**src/rtl/mem_access_unit_pkg.sv**
```systemverilog
// rv32i_types: shared MEM-stage state encoding, load/store funct3 codes and access-size decode
package rv32i_types;
  typedef enum logic [1:0] {IDLE, ACCESS, DONE} mem_state_t;
  localparam logic [2:0] F3_LB  = 3'b000;
  localparam logic [2:0] F3_LH  = 3'b001;
  localparam logic [2:0] F3_LW  = 3'b010;
  localparam logic [2:0] F3_LBU = 3'b100;
  localparam logic [2:0] F3_LHU = 3'b101;
  localparam logic [2:0] F3_SB  = 3'b000;
  localparam logic [2:0] F3_SH  = 3'b001;
  localparam logic [2:0] F3_SW  = 3'b010;
  localparam logic [1:0] SZ_B = 2'd0;
  localparam logic [1:0] SZ_H = 2'd1;
  localparam logic [1:0] SZ_W = 2'd2;
  function automatic logic [1:0] load_size(input logic [2:0] f);
    return (f == F3_LB || f == F3_LBU) ? SZ_B : (f == F3_LH || f == F3_LHU) ? SZ_H : SZ_W;
  endfunction
  function automatic logic [1:0] store_size(input logic [2:0] f);
    return f == F3_SB ? SZ_B : f == F3_SH ? SZ_H : SZ_W;
  endfunction
endpackage

```
**src/rtl/mem_access_unit_load_align.sv**
```systemverilog
// load_align: picks the addressed lane of a read word and sign/zero-extends it (rdata, funct3, offset -> data)
module load_align
  import rv32i_types::*;
(
  input  logic [31:0] rdata,
  input  logic [2:0]  funct3,
  input  logic [1:0]  offset,
  output logic [31:0] data
);
  logic [31:0] sh;
  logic [1:0]  sz;
  assign sh = rdata >> {offset, 3'b000};
  assign sz = load_size(funct3);
  assign data = sz == SZ_B ? {{24{sh[7] & ~funct3[2]}}, sh[7:0]}
              : sz == SZ_H ? {{16{sh[15] & ~funct3[2]}}, sh[15:0]}
              : rdata;
endmodule

```
**src/rtl/mem_access_unit.sv**
```systemverilog
// mem_access_unit: MEM-stage load/store sequencer (IDLE/ACCESS/DONE) with lane steering; ports: clk, rst_n, op_valid, flush, mem_read, mem_write, funct3, addr, store_data in; dmem_* request out, dmem_resp/dmem_rdata in; load_data, mem_stall, misaligned out; MEM_MISALIGN_TRAP_EN enables misalignment trapping
module mem_access_unit
  import rv32i_types::*;
(
  input  logic        clk,
  input  logic        rst_n,
  input  logic        op_valid,
  input  logic        flush,
  input  logic        mem_read,
  input  logic        mem_write,
  input  logic [2:0]  funct3,
  input  logic [31:0] addr,
  input  logic [31:0] store_data,
  output logic        dmem_read,
  output logic        dmem_write,
  output logic [31:0] dmem_address,
  output logic [3:0]  dmem_byte_enable,
  output logic [31:0] dmem_wdata,
  input  logic        dmem_resp,
  input  logic [31:0] dmem_rdata,
  output logic [31:0] load_data,
  output logic        mem_stall,
  output logic        misaligned
);
  mem_state_t  state;
  logic        a_read;
  logic [2:0]  a_f3;
  logic [31:0] a_addr, a_data, fmt;
  logic [1:0]  sz, a_sz, off;
  logic        req, mis, launch, access;
  // rst_n gates the launch so nothing is requested or stalled while reset is held
  assign req = rst_n & op_valid & ~flush & (mem_read | mem_write);
  assign sz  = mem_read ? load_size(funct3) : store_size(funct3);
`ifdef MEM_MISALIGN_TRAP_EN
  assign mis = req && state == IDLE && (sz == SZ_H ? addr[0] : (sz == SZ_W && |addr[1:0]));
`else
  assign mis = 1'b0;
`endif
  assign launch    = state == IDLE && req && !mis;
  assign access    = state == ACCESS;
  assign mem_stall = launch | access;
  // The request is latched at launch so flush or upstream changes cannot disturb an access in flight
  assign a_sz = a_read ? load_size(a_f3) : store_size(a_f3);
  // Lane offset with sub-size address bits dropped (forced alignment)
  assign off  = a_sz == SZ_B ? a_addr[1:0] : a_sz == SZ_H ? {a_addr[1], 1'b0} : 2'b00;
  assign dmem_read        = access & a_read;
  assign dmem_write       = access & ~a_read;
  assign dmem_address     = access ? {a_addr[31:2], 2'b00} : 32'h0;
  assign dmem_byte_enable = !access ? 4'b0000 : a_sz == SZ_B ? 4'b0001 << off : a_sz == SZ_H ? 4'b0011 << off : 4'b1111;
  assign dmem_wdata       = dmem_write ? a_data << {off, 3'b000} : 32'h0;
  load_align u_align (
    .rdata  (dmem_rdata),
    .funct3 (a_f3),
    .offset (off),
    .data   (fmt)
  );
  always_ff @(posedge clk) begin
    if (!rst_n) begin
      state      <= IDLE;
      load_data  <= 32'h0;
      misaligned <= 1'b0;
      a_read     <= 1'b0;
      a_f3       <= 3'b000;
      a_addr     <= 32'h0;
      a_data     <= 32'h0;
    end else begin
      misaligned <= mis;
      state      <= launch ? ACCESS : access ? (dmem_resp ? DONE : ACCESS) : IDLE;
      if (launch) begin
        a_read <= mem_read;
        a_f3   <= funct3;
        a_addr <= addr;
        a_data <= store_data;
      end
      if (access && dmem_resp && a_read) load_data <= fmt;
    end
  end
endmodule

```
**config.mk**
```make
export PLATFORM = sky130hd
export DESIGN_NAME = mem_access_unit
export DESIGN_NICKNAME = d
export VERILOG_FILES = /design/src/rtl/mem_access_unit_pkg.sv /design/src/rtl/mem_access_unit_load_align.sv /design/src/rtl/mem_access_unit.sv
export SDC_FILE = /design/constraint.sdc
export NUM_CORES = 1
export LEC_CHECK = 0
export ABC_CLOCK_PERIOD_IN_PS = 2900
export BUFFER_PORTS_ARGS = -buffer_cell sky130_fd_sc_hd__buf_4
export CAP_MARGIN = 25
export CORE_MARGIN = 3
export CORE_UTILIZATION = 49
export CTS_CLUSTER_SIZE = 14
export DETAILED_ROUTE_END_ITERATION = 12
export PLACE_DENSITY = 0.8
export SLEW_MARGIN = 20
export SYNTH_ARGS = -nofsm -noshare
export SYNTH_HDL_FRONTEND = slang
export SYNTH_HIERARCHICAL = 1
export SYNTH_SLANG_ARGS = --single-unit
export TNS_END_PERCENT = 1
```
**constraint.sdc**
```tcl
create_clock -name clk -period 2.9 [get_ports clk]
set_input_delay 0.435 -clock clk [delete_from_list [all_inputs] [get_ports clk]]
set_output_delay 0.435 -clock clk [all_outputs]
set_load 0.02 [all_outputs]
```
==> flow_summary.json <==
{
  "root_buffer": "clkbuf_8",
  "fill_cells": 900,
  "yosysTopAreaCell": "dfxtp_1",
  "ctsHoldBuffers": 0,
  "yosys_warnings": 6,
  "finalSetupViolCount": 0,
  "reg2reg_to": "load_data[10]",
  "grt_pass1_vias": 5100,
  "syn-cell-area_mm2": 0.00533,
  "numCtsBuffers": 9,
  "finalSetupTns_ns": 0,
  "grt_remaining_overflow": 0,
  "grt_max_degree": 137,
  "grt_antenna_before_repair": 0,
  "syn_inst": 702,
  "r2r-start": "a_read",
  "grtUsageTotal_pct": 25.8,
  "clk_path_buf_depth": 2,
  "die_h_um": 110,
  "syn_area_per_cell_um2": 7.59,
  "slew_viol_final": 0,
  "reg2reg_slack_ns": 0.27,
  "reg2reg_depth": 10,
  "outcome": "finished clean",
  "vdd_drop_max_uv": 311,
  "min_period_ns": 2.69,
  "numPortBuffers": 206,
  "layout-drive-gt1-share_pct": 28.8,
  "area_delta_synth_final_pct": 32.9,
  "dp_hpwl_um": 11600,
  "hp-class": "in -> reg",
  "worstSetupStartpoint": "a_read",
  "cp-start-kind": "register",
  "insertion_delay_ns": 0.38,
  "cts_htree_levels": 3,
  "cts_sinks": 102,
  "rsz0062_at_grt": "no",
  "final-hold-violation-count": 0,
  "initial_utilization_pct": 50.9,
  "relSlewSlack_pct": 33.6,
  "required_ns": 2.47,
  "route.vias.total": 5458,
  "rows": 37,
  "drc_errors": 0,
  "p_leak_nw": 3.12,
  "tightest_slew_ns": 0.996,
  "path_class": "reg -> out",
  "cp-end-kind": "primary output",
  "hold_depth": 3,
  "clk_pin_slew_ns": 0.10,
  "nNetsFinal": 981,
  "wl_um": 16100,
  "crit_chain": "nor2b_1 > nor4b_4 > and3_1 > o2bb2ai_1 > buf_4",
  "crit_fanout": 8,
  "fmax_ghz": 0.371,
  "fp.dieW_um": 110,
  "first_pass_iters": 5,
  "core_mm2": 0.0105,
  "finalPower_w": 0.00290,
  "postRouteAntennaNets": 0,
  "slowest_stage": "nor4b_4",
  "cp.arrival_ns": 2.26,
  "fin_skew_ns": 0.00927,
  "gp_congestion": 0.881,
  "drtIter0Drc": 419,
  "grt_pass1_wl_um": 24800,
  "fp.dieArea_mm2": 0.0122,
  "cts_tree": "built",
  "min_to": "a_data[24]",
  "diodes": 0,
  "p_per_area_mw_per_mm2": 410,
  "wire_per_inst_um": 15.8,
  "synth_cell_types": 45,
  "netlist.area_leader.share_pct": 38.3,
  "finalCritPeriodShare_pct": 92.9,
  "synth-seq-cells": 102,
  "crit_path_max_incr_delay_ns": 0.47,
  "yosysSeqAreaShare_pct": 38.3,
  "pin_count": 210,
  "hp-start": "store_data[24]",
  "viasPerCell": 5.38,
  "cap_viol_max_count": 0,
  "netlist_top_cells_area": "dfxtp_1, nand2_1, mux2i_1"
}
## synth_stat cells, drive strengths merged
master     n
nand2    213
dfxtp    102
o21ai     75
and2      40
a21boi    32
buf       32
mux2i     30
clkbuf    26
nor2      25
a21oi     18
nor2b     18
a21o      16
nand2b     9
o22ai      9
a22oi      8
o2bb2ai    8
mux2       6
inv        5
o2111ai    4
and3       3
nor3       3
nand3      2
nand3b     2
nor4       2
nor4b      2
o311ai     2
or2        2
a211o      1
and2b      1
conb       1
ha         1
mux4       1
o211a      1
o21a       1
o221a      1
## cell families (layout without fill, tap and decap cells)
family          after synthesis  after routing  share of synthesized area, %
compound gates              176            176                          20.7
fa+ha+maj                     1              1                         0.235
buf+inv                      63            238                          5.87
flops                       102            102                          38.3
mux                          37             37                          7.32
other cells                   1              3                        0.0704
simple gates                322            322                          27.5
## stage by stage
stage | cells | util (%) | hold slack [ns] | worst slack, ns | instance area (um^2)
after floorplan | 704 | - | 0.424 | 0.649 | 5340
after global placement | 999 | 65.7 | 0.431 | 0.562 | 6870
after detailed placement | 999 | 65.7 | 0.437 | 0.367 | 6870
after CTS | 1015 | 67.7 | 0.238 | 0.0977 | 7080
after global routing | 1015 | 67.7 | 0.240 | 0.0187 | 7080
final | 1015 | 67.7 | 0.252 | 0.207 | 7080
## metal layers
metal / global-route usage [%] / part of all wire [%] / vias up
li1: - / - / 2674
met1: 31.6 / 41 / 2467
met2: 43.9 / 47 / 284
met3: 6.41 / 9.6 / 33
met4: 9.50 / 2.6 / 0
met5: 0 / 0 / -
## report_power, final
group	internal [W]	switching (W)	total, W
registers	0.00145	0.0000368	0.00148
logic	0.000226	0.000233	0.000460
clock network	0.000447	0.000511	0.000958
total	0.00212	0.000781	0.00290
## final cells by class
| class | instances | area [um^2] | share of cell area (%) |
|---|---|---|---|
| Multi-Input combinational cell | 539 | 3000 | 42.4 |
| Sequential cell | 102 | 2040 | 28.8 |
| Timing Repair Buffer | 217 | 1640 | 23.2 |
| Tap cell | 136 | 170 | 2.40 |
| Clock buffer | 11 | 151 | 2.14 |
| Clock inverter | 5 | 57.6 | 0.813 |
| Inverter | 5 | 18.8 | 0.265 |
## flip-flops by register name, indices dropped and copies added, names as in the netlist
register / cells
a_addr: 32
a_data: 32
a_f3: 3
a_read: 1
load_data: 32
state: 2
## cells in the final DEF, fill, tap and decap left out, types with 2 or more instances in the layout
master	n
clkinv_4	2
clkinv_2	2
clkbuf_8	11
o311ai_0	2
a21o_1	15
a21oi_1	18
mux2i_1	30
o22ai_1	9
mux2_2	6
inv_1	5
and2_1	40
buf_4	216
o2111ai_1	4
conb_1	3
and3_1	3
nor2_2	2
nor4_4	2
nor2b_1	18
a21boi_0	2
nor2_1	23
or2_2	2
o2bb2ai_1	8
nand2_1	212
a21boi_1	30
a22oi_1	8
nor3_1	3
nand2b_1	8
o21ai_0	18
dfxtp_1	101
nand3_1	2
nand3b_1	2
o21ai_1	57
## worst max-delay path by stage
| stage | endpoint | slack, ns | cells past startpoint |
|---|---|---|---|
| 2_1_floorplan | load_data[5] | 0.65 | 8 |
| 3_3_place_gp | load_data[5] | 0.56 | 9 |
| 3_5_place_dp | load_data[10] | 0.37 | 10 |
| 4_1_cts | dmem_wdata[23] | 0.1 | 5 |
| 5_1_grt | dmem_wdata[23] | 0.02 | 5 |
| 6_report | dmem_wdata[23] | 0.21 | 5 |
## critical path, delay by kind of cell (launching register included)
kind | cells | cell delay, ns
AO/OA/AOI/OAI | 1 | 0.18
buffers and inverters | 1 | 0.17
flip-flops | 1 | 0.46
AND/OR/NAND/NOR | 3 | 1.08
## what timing repair did
action | in CTS | in global routing
buffers inserted | 0 | 0
setup endpoints to repair | 0 | 16
resized for setup | 0 | 1
hold endpoints to repair | 0 | 0
Power figures use the tool's default switching activity.
